--- src/rtl/ucore_useq_if.sv ---
// Sequencer <-> core bundle: control-store sequencing fields in, uPC/stack status out.
// Combinational control store sits on the master side: upc out, seq_op/seq_tgt back the same cycle.
interface ucore_useq_if #(
    parameter int AW    = 8,
    parameter int DEPTH = 4
);
    logic                             restart;
    logic                             stall;
    logic [2:0]                       seq_op;
    logic [AW-1:0]                    seq_tgt;
    logic                             cond;
    logic [AW-1:0]                    dispatch_addr;
    logic                             wait_done;
    logic [AW-1:0]                    upc;
    logic [$clog2(DEPTH+1)-1:0]       stack_depth;
    logic                             fault;

    modport master (
        output restart, stall, seq_op, seq_tgt, cond, dispatch_addr, wait_done,
        input  upc, stack_depth, fault
    );

    modport slave (
        input  restart, stall, seq_op, seq_tgt, cond, dispatch_addr, wait_done,
        output upc, stack_depth, fault
    );
endinterface

--- src/rtl/ucore_useq.sv ---
// Microcode sequencer: uPC plus return stack; next address is registered (1-cycle latency).
// stall freezes all state; restart overrides stall and clears a stack fault.
module ucore_useq #(
    parameter int            AW         = 8,
    parameter int            DEPTH      = 4,
    parameter logic [AW-1:0] RESET_ADDR = '0
) (
    input  logic         clk,
    input  logic         aresetn,
    ucore_useq_if.slave  bus
);
    localparam int DW = $clog2(DEPTH + 1);
    localparam int IW = (DEPTH > 1) ? $clog2(DEPTH) : 1;
    localparam logic [DW-1:0] DEPTH_W = DW'(DEPTH);

    localparam logic [2:0] OP_NEXT     = 3'd0;
    localparam logic [2:0] OP_JUMP     = 3'd1;
    localparam logic [2:0] OP_BRT      = 3'd2;
    localparam logic [2:0] OP_BRF      = 3'd3;
    localparam logic [2:0] OP_CALL     = 3'd4;
    localparam logic [2:0] OP_RET      = 3'd5;
    localparam logic [2:0] OP_DISPATCH = 3'd6;
    localparam logic [2:0] OP_WAIT     = 3'd7;

    typedef enum logic {S_RUN, S_FAULT} state_t;

    state_t         r_state;
    logic [AW-1:0]  r_upc;
    logic [DW-1:0]  r_depth;
    logic [AW-1:0]  r_stack [DEPTH];

    logic [AW-1:0]  w_inc;
    logic           w_can_push;
    logic           w_can_pop;
    logic           w_push;
    logic [IW-1:0]  w_push_idx;
    logic [IW-1:0]  w_top_idx;

    assign w_inc      = r_upc + 1'b1;
    assign w_can_push = (r_depth != DEPTH_W);
    assign w_can_pop  = (r_depth != '0);
    assign w_push_idx = IW'(r_depth);
    assign w_top_idx  = IW'(r_depth - 1'b1);
    assign w_push     = !bus.restart && !bus.stall && (r_state == S_RUN) &&
                        (bus.seq_op == OP_CALL) && w_can_push;

    always_ff @(posedge clk or negedge aresetn) begin
        if (!aresetn) begin
            r_state <= S_RUN;
            r_upc   <= RESET_ADDR;
            r_depth <= '0;
        end else if (bus.restart) begin
            r_state <= S_RUN;
            r_upc   <= RESET_ADDR;
            r_depth <= '0;
        end else if (!bus.stall) begin
            case (r_state)
                S_RUN: begin
                    case (bus.seq_op)
                        OP_NEXT:     r_upc <= w_inc;
                        OP_JUMP:     r_upc <= bus.seq_tgt;
                        OP_BRT:      r_upc <= bus.cond ? bus.seq_tgt : w_inc;
                        OP_BRF:      r_upc <= bus.cond ? w_inc : bus.seq_tgt;
                        OP_CALL: begin
                            if (w_can_push) begin
                                r_upc   <= bus.seq_tgt;
                                r_depth <= r_depth + 1'b1;
                            end else begin
                                r_state <= S_FAULT;
                            end
                        end
                        OP_RET: begin
                            if (w_can_pop) begin
                                r_upc   <= r_stack[w_top_idx];
                                r_depth <= r_depth - 1'b1;
                            end else begin
                                r_state <= S_FAULT;
                            end
                        end
                        OP_DISPATCH: r_upc <= bus.dispatch_addr;
                        OP_WAIT:     r_upc <= bus.wait_done ? w_inc : r_upc;
                    endcase
                end
                S_FAULT: ;
            endcase
        end
    end

    // Stack storage needs no reset: entries at or above depth are never read.
    always_ff @(posedge clk) begin
        if (w_push) r_stack[w_push_idx] <= w_inc;
    end

    assign bus.upc         = r_upc;
    assign bus.stack_depth = r_depth;
    assign bus.fault       = (r_state == S_FAULT);
endmodule
--- src/flat_wrapper.sv ---
// flat-port wrapper written by rule: the top's interface ports become plain ports
module ucore_useq_flat 
#(
    parameter int            AW         = 8,
    parameter int            DEPTH      = 4,
    parameter logic [AW-1:0] RESET_ADDR = '0
)
  (clk, aresetn, bus_restart, bus_stall, bus_seq_op, bus_seq_tgt, bus_cond, bus_dispatch_addr, bus_wait_done, bus_upc, bus_stack_depth, bus_fault);
  ucore_useq_if #(.AW(AW), .DEPTH(DEPTH)) bus_i ();
  input  logic clk;
  input  logic aresetn;
  input wire logic [$bits(bus_i.restart)-1:0] bus_restart;
  input wire logic [$bits(bus_i.stall)-1:0] bus_stall;
  input wire logic [$bits(bus_i.seq_op)-1:0] bus_seq_op;
  input wire logic [$bits(bus_i.seq_tgt)-1:0] bus_seq_tgt;
  input wire logic [$bits(bus_i.cond)-1:0] bus_cond;
  input wire logic [$bits(bus_i.dispatch_addr)-1:0] bus_dispatch_addr;
  input wire logic [$bits(bus_i.wait_done)-1:0] bus_wait_done;
  output wire logic [$bits(bus_i.upc)-1:0] bus_upc;
  output wire logic [$bits(bus_i.stack_depth)-1:0] bus_stack_depth;
  output wire logic [$bits(bus_i.fault)-1:0] bus_fault;
  assign bus_i.restart = bus_restart;
  assign bus_i.stall = bus_stall;
  assign bus_i.seq_op = bus_seq_op;
  assign bus_i.seq_tgt = bus_seq_tgt;
  assign bus_i.cond = bus_cond;
  assign bus_i.dispatch_addr = bus_dispatch_addr;
  assign bus_i.wait_done = bus_wait_done;
  assign bus_upc = bus_i.upc;
  assign bus_stack_depth = bus_i.stack_depth;
  assign bus_fault = bus_i.fault;
  ucore_useq #(.AW(AW), .DEPTH(DEPTH), .RESET_ADDR(RESET_ADDR)) u_core (.clk(clk), .aresetn(aresetn), .bus(bus_i));
endmodule
--- config.mk ---
export PLATFORM = sky130hd
export DESIGN_NAME = ucore_useq_flat
export DESIGN_NICKNAME = d
export VERILOG_FILES = /design/src/rtl/ucore_useq_if.sv /design/src/rtl/ucore_useq.sv /design/src/flat_wrapper.sv
export SDC_FILE = /design/constraint.sdc
export NUM_CORES = 1
export LEC_CHECK = 0
export CORE_AREA = 2 2 80 82
export CTS_BUF_LIST = sky130_fd_sc_hd__clkbuf_2
export DETAILED_ROUTE_END_ITERATION = 8
export DIE_AREA = 0 0 82 84
export PLACE_DENSITY = 0.8
export SLEW_MARGIN = 20
export SYNTH_ARGS = -nofsm -noshare
export SYNTH_HDL_FRONTEND = slang
export SYNTH_SLANG_ARGS = --single-unit
--- constraint.sdc ---
create_clock -name clk -period 2.2 [get_ports clk]
set_input_delay 0.44 -clock clk [delete_from_list [all_inputs] [get_ports clk]]
set_output_delay 0.44 -clock clk [all_outputs]
set_load 0.1 [all_outputs]
==> impl_results.md, run 1 <==
- Skew final: 0.01269 ns
- Synthesized area: 2628 um^2
- Finish-stage setup viols: 0
- CTS sink cnt: 44
- Main synth FF type: edfxtp_1
- Met3 wire length: 560 um
- Cts hold-fix bufs: 0
- CTS max path bufs: 2
- Mapped Cells: 230
- Worst-path cell chain: inv_8 -> ha_4 -> mux4_2 -> a221o_1 -> o2111ai_1 -> nand3_1
- Gr ovfl total: 0
- Final net count: 319
- Maximum Capacitance Violations: 0
- Routed Antenna Nets: 0
- Row cnt: 29
- TritonRoute pass-1 iters: 4
- FF+latch count, synth: 44
- Lkg Pwr: 1.331 nW
- CTS tree: done
- Max-slew violation count: 0
- Core Region: 6096 um^2
- Number of enable flip-flop cells after synthesis: 32
- Minimum clock period: 2.059 ns
- Synth async-reset ratio: 0.2727
- Crit. End Element: flop
- Area growth, synth to finish: 28.43%
- FF-to-FF setup slack: 0.14 ns
- Reg2reg start: u_core.bus.stack_depth[0]$_DFFE_PN0P_
- Gr usage total: 0.2105
- Vias post-DR: 2107
- Worst-path clk slew: 0.22 ns
- Clock Latency Late Sink: 0.42 ns
- Die Ht: 84 um
- Status: complete, no violations
- Final hold viol count: 0
- Diode count: 0
- Critical Path AT: 2.38 ns
- Tcrit/Tclk final: 0.9357
- Setup Fix Bufs, Post-CTS: 0
- Cts bufs inserted: 5
- Critical-path top delay cell: dfrtp_4
- Met2 wire length: 3.309 mm
- Largest net degree at the start of global routing: 20
- Final WL: 6.735 mm
- First-pass GRT wire length: 10.72 mm
- Largest area contributor in the netlist: edfxtp_1
- Final core utilization: 0.5536
- Synth unique cells: 58
- FILL cells: 528
- Resize count post-CTS: 0
- Worst Setup SP: u_core.bus.stack_depth[0]$_DFFE_PN0P_
- IO Count: 37
- Hold Crit Class: in2async
- H-tree Lvls: 2
- Peak VDD IR: 0.3674 mV
- Starting Density: 0.4310
- Wire per inst: 18.40 um
- Routability Congestion: 0.9226
- Initial antenna violation count: 0
- Top cells by area, synth: edfxtp_1 37%, dfrtp_1 11%, mux4_2 6.9%
- Yosys warns: 0
- Detailed placer's ending HPWL: 5.189 mm
- # DRC: 0
- PortBufs: 36
- RSZ-0062 raised after global routing: false
- Max-slew headroom: 0.5626
- Pwr Density: 573.5 nW/um^2
- Max Clk Rate: 485.8 MHz
- Sequential area share after synthesis: 0.4800
- CP Class: reg2reg
- Drt via density: 5.757
- Final Cell Area: 3374 um^2
- Worst-Margin Slew: 0.6515 ns
- DRT iter0 DRCs: 170
- CP Data Required Time: 2.52 ns
- Root buf cell: clkbuf_2
- Mapped Nets: 261
- Crit-path max FO: 9
- Number of global-route vias before repair: 2058
- Post-synth top area share: 0.3657
- Uppermost routed layer: met4
- Largest stage delay, worst path: 0.57 ns
- Die ar.: 6888 um^2
- Syn_area_per_cell: 11.42 um^2
- Die W: 82 um
- Layout cell share with drive strength beyond 1: 0.2561
- Area after DPL: 3303 um^2
- CP startpoint kind: flop
- FF-to-FF path depth: 6
- WL met1: 2.698 mm
[layout by cell type, fill, tap and decap left out, types with 3 or more instances in the layout]
cell	synthesis	final
dfrtp_1	12	8
a311oi_1	3	3
xnor2_1	6	6
buf_12	0	7
a21oi_1	11	11
clkbuf_2	1	5
nand2b_1	7	7
mux4_2	8	8
a221oi_1	3	3
clkdlybuf4s50_1	0	24
o221ai_1	4	4
and2_1	5	5
nand3_1	13	13
buf_4	1	35
nand2_1	19	19
o211a_1	3	3
nor2_1	17	17
inv_1	10	9
o31ai_1	3	3
xor2_1	4	4
edfxtp_1	32	32
and3_1	5	5
o21ai_0	3	3
ha_1	6	5
[state kept, by name (all words and copies together) (netlist names)]
register,count
u_core.r_stack,32
u_core.bus.upc,8
u_core.bus.stack_depth,3
u_core.bus.fault,1
[per-layer routing]
metal | track usage | vias to the layer above
li1 | - | 991
met1 | 0.2936 | 1008
met5 | 0 | -
met3 | 0.04004 | 14
met4 | 0.07273 | 0
met2 | 0.3267 | 94
[cell type report]
type | instances | area, um^2 | area share
inverter | 11 | 48.80 | 0.01446
timing repair buffer | 66 | 643.1 | 0.1906
multi-input combinational | 160 | 1244 | 0.3686
clock inverter | 3 | 46.29 | 0.01372
tap | 77 | 96.34 | 0.02855
sequential | 44 | 1271 | 0.3767
clock buffer | 5 | 25.02 | 0.007416
[synth_stat cells (2+ instances only)]
master,count
xor2_1,4
o31ai_1,3
inv_1,10
o211ai_1,2
o22ai_1,2
buf_2,8
nand2_1,19
or2_1,2
edfxtp_1,32
o221ai_1,4
and3_1,5
nand3_1,13
o2111ai_1,2
nand3_2,2
mux4_2,8
xnor2_1,6
a221oi_1,3
a21oi_1,11
ha_1,6
a2111oi_2,2
buf_6,3
dfrtp_1,12
mux2i_1,2
nand2b_1,7
clkbuf_1,2
a211oi_1,2
and2_1,5
a311oi_1,3
o21ai_0,3
o211a_1,3
nor2_1,17
[logic make-up (layout without fill, tap and decap cells)]
group | Yosys count | count (layout) | share of synthesized area
AND/OR/NAND/NOR | 80 | 80 | 0.1619
AO/OA/AOI/OAI | 50 | 50 | 0.1500
flip-flops | 44 | 44 | 0.4800
buffers and inverters | 26 | 85 | 0.05143
XOR/XNOR | 11 | 11 | 0.03952
multiplexers | 11 | 11 | 0.08048
adder cells (fa/ha/maj) | 8 | 8 | 0.03667
[power by group]
group	internal [W]	switching, W
logic	0.000198	0.000318
registers	0.000922	0.0000299
clock network	0.000196	0.000271
[metrics by stage]
| step | cells | total power, W | TNS, ns | hold WS (ns) | setup slack [ns] |
|---|---|---|---|---|---|
| 6_report | 366 | 0.001935 | 0 | 0.3591 | 0.1414 |
| 5_1_grt | 366 | 0.002014 | 0 | 0.3658 | 0.02863 |
| 4_1_cts | 366 | 0.001941 | 0 | 0.3475 | 0.1425 |
| 3_5_place_dp | 358 | 0.001480 | -5.908 | 0.5140 | -0.1807 |
| 3_3_place_gp | 358 | 0.001470 | -4.588 | 0.5063 | -0.1330 |
| 2_1_floorplan | 230 | 0.001291 | -0.02368 | 0.1444 | -0.02368 |
[worst max-delay path, delay by kind of cell (launching register included)]
family | cells | cell delay, ns
fa+ha+maj | 1 | 0.34
buf+inv | 1 | 0.05
mux | 1 | 0.34
simple gates | 1 | 0.10
flops | 1 | 0.57
compound gates | 2 | 0.56
[path summary, 6_finish.rpt]
check | endpoint
max in group asynchronous | u_core.bus.stack_depth[1]$_DFFE_PN0P_
min in group clk | u_core.bus.fault$_DFFE_PN0P_
max | u_core.bus.upc[5]$_DFFE_PN0P_
min | u_core.bus.upc[4]$_DFFE_PN0P_
max reg2reg | u_core.bus.upc[5]$_DFFE_PN0P_
min reg2reg | u_core.bus.fault$_DFFE_PN0P_
No activity file was read; power rests on OpenSTA's default activity.
==> inputs of run 2 (changes only) <==
CTS_BUF_LIST = default   (was sky130_fd_sc_hd__clkbuf_2)
==> impl_results.md, run 2 (synthesis gave the netlist of run 1 again) <==
- Status: complete, no violations
- DRT iter0 DRCs: 152 (-11%)
- Core Region: 6096 um^2 (unchanged)
- Gr ovfl total: 0 (unchanged)
- RSZ-0062 raised after global routing: false
- Routability Congestion: 0.9226 (unchanged)
- Number of global-route vias before repair: 2082 (+1.2%)
- Diode count: 0 (unchanged)
- Critical path buffers and inverters: 2 (+1)
- Skew final: 0.005891 ns (-0.006796 ns)
- Setup Fix Bufs, Post-CTS: 0 (unchanged)
- Starting Density: 0.4310 (unchanged)
- End of the worst register-to-register path: u_core.bus.upc[5]$_DFFE_PN0P_
- Area growth, synth to finish: 30.10%
- Pwr Density: 611.9 nW/um^2 (+6.7%)
- Final hold viol count: 0 (unchanged)
- Finish-stage setup viols: 0 (unchanged)
- CTS sink cnt: 44 (unchanged)
- PortBufs: 36 (unchanged)
- Cts bufs inserted: 5 (unchanged)
- Lkg Pwr: 1.346 nW (+1.1%)
- Initial antenna violation count: 0 (unchanged)
- IO Count: 37 (unchanged)
- CTS tree: done
- FILL cells: 518 (-1.9%)
- Highest-count cells in the layout ignoring fill and taps: 35 x buf_4, 32 x edfxtp_1, 24 x clkdlybuf4s50_1, 19 x nand2_1, 17 x nor2_1
- Drt via density: 5.902 (+2.5%)
- Register name with the most flops: u_core.r_stack
- Worst-path clk slew: 0.08 ns (-0.14 ns)
- Max FFs per register: 32 (unchanged)
- Critical-path top delay cell: clkdlybuf4s50_1
- Fin Hold WS: 0.5091 ns (+0.1500 ns)
- H-tree Lvls: 2 (unchanged)
- Die ar.: 6888 um^2 (unchanged)
- Cts hold-fix bufs: 0 (unchanged)
- Max-slew headroom: 0.5869 (+0.02436)
- Final WL: 6.777 mm (+0.62%)
- Root buf cell: clkbuf_8
- Clock Latency Late Sink: 0.29 ns (-0.13 ns)
- CP startpoint kind: input port
- Top Family by Delay on Critical Path: buffers and inverters
- TritonRoute pass-1 iters: 5 (+1)
- # DRC: 0 (unchanged)
- Minimum clock period: 2.067 ns (+0.008748 ns)
- Routed Antenna Nets: 0 (unchanged)
- FF-to-FF setup slack: 0.17 ns (+0.03 ns)
- Max-slew violation count: 0 (unchanged)
- Vias post-DR: 2160 (+2.5%)
- Critical Path AT: 2.08 ns (-0.30 ns)
- Largest stage delay, worst path: 0.47 ns (-0.10 ns)
- Crit-path max FO: 8 (-1)
- Wire per inst: 18.52 um (+0.62%)
- Max Clk Rate: 483.7 MHz (-0.42%)
- Resize count post-CTS: 0 (unchanged)
- Worst-path cell chain: clkdlybuf4s50_1 -> nor2b_2 -> nand2_1 -> a2111oi_2 -> and2_1 -> buf_12
- Crit. End Element: flop
- Worst-Margin Slew: 0.6152 ns (-0.03627 ns)
- Peak VDD IR: 0.3675 mV (about the same)
- Row cnt: 29 (unchanged)
- CP Class: in2reg
- Most common cell after layout, fill and taps aside: buf_4
- Hold Crit Class: in2async
- CP Data Required Time: 2.22 ns (-0.30 ns)
- Die W: 82 um (unchanged)
- Final TNS setup: 0 ns (unchanged)
- First-pass GRT wire length: 10.73 mm (+0.13%)
- FF-to-FF path depth: 6 (unchanged)
- Largest net degree at the start of global routing: 20 (unchanged)
- Die Ht: 84 um (unchanged)
- Tcrit/Tclk final: 0.9397 (+0.003976)
- Detailed placer's ending HPWL: 5.189 mm (unchanged)
- Maximum Capacitance Violations: 0 (unchanged)
- Reg2reg start: u_core.bus.stack_depth[0]$_DFFE_PN0P_
- CTS max path bufs: 2 (unchanged)
- Gr usage total: 0.2098 (-0.0006260)
- Layout cell share with drive strength beyond 1: 0.2561 (unchanged)
- Final net count: 319 (unchanged)
==> run 2: cell types whose count changed in the layout (fill, tap and decap cells not counted) <==
cell	previous run	this run
clkbuf_2	5	0
clkbuf_8	0	5
==> run 2: report_power, final <==
group          switching [W]  internal (W)
combinational       0.000320      0.000198
clock               0.000280      0.000342
sequential         0.0000299      0.000921
total               0.000630       0.00146
==> run 2: worst max-delay path by stage <==
stage / from / end / slack, ns / depth (start not counted)
floorplan: u_core.bus.stack_depth[0]$_DFFE_PN0P_ / u_core.bus.upc[5]$_DFFE_PN0P_ / -0.02 / 8
global placement: bus_seq_op[2] / u_core.r_stack[0][2]$_DFFE_PP_ / -0.13 / 6
detailed placement: bus_seq_op[2] / u_core.r_stack[0][7]$_DFFE_PP_ / -0.18 / 6
CTS: bus_seq_op[2] / u_core.r_stack[0][6]$_DFFE_PP_ / 0.14 / 6
global route: bus_seq_op[0] / u_core.bus.upc[7]$_DFFE_PN0P_ / 0.005 / 8
finish: bus_seq_op[2] / u_core.r_stack[0][7]$_DFFE_PP_ / 0.13 / 6
==> run 2: area by class of cell <==
type | count | area, um^2 | area share
inverter | 11 | 48.80 | 0.01428
timing repair buffer | 66 | 643.1 | 0.1881
sequential | 44 | 1271 | 0.3719
clock buffer | 5 | 68.82 | 0.02013
multi-input combinational | 160 | 1244 | 0.3638
tap | 77 | 96.34 | 0.02818
clock inverter | 3 | 46.29 | 0.01354
==> run 2: stage by stage <==
step	cells	setup slack [ns]	utilization	power, W	cell area, um^2
2_1_floorplan	230	-0.02368	-	0.001291	2675
3_3_place_gp	358	-0.1330	0.5419	0.001470	3303
3_5_place_dp	358	-0.1807	0.5419	0.001480	3303
4_1_cts	366	0.1367	0.5608	0.002099	3418
5_1_grt	366	0.004762	0.5608	0.002173	3418
6_report	366	0.1327	0.5608	0.002092	3418
==> run 2: metal layers <==
layer  vias up  GRT usage  routed length (um)
met2       113     0.3222                3247
met1      1039     0.2866                2744
met5         -          0                   0
met3        19    0.04654                 581
met4         0    0.08333                 204
li1        989          -                   -
==> inputs of run 3 (changes only) <==
CAP_MARGIN = 20   (was default)
==> results of run 3 <==
No change in the layout: final DEF, timing and power equal those of run 2.
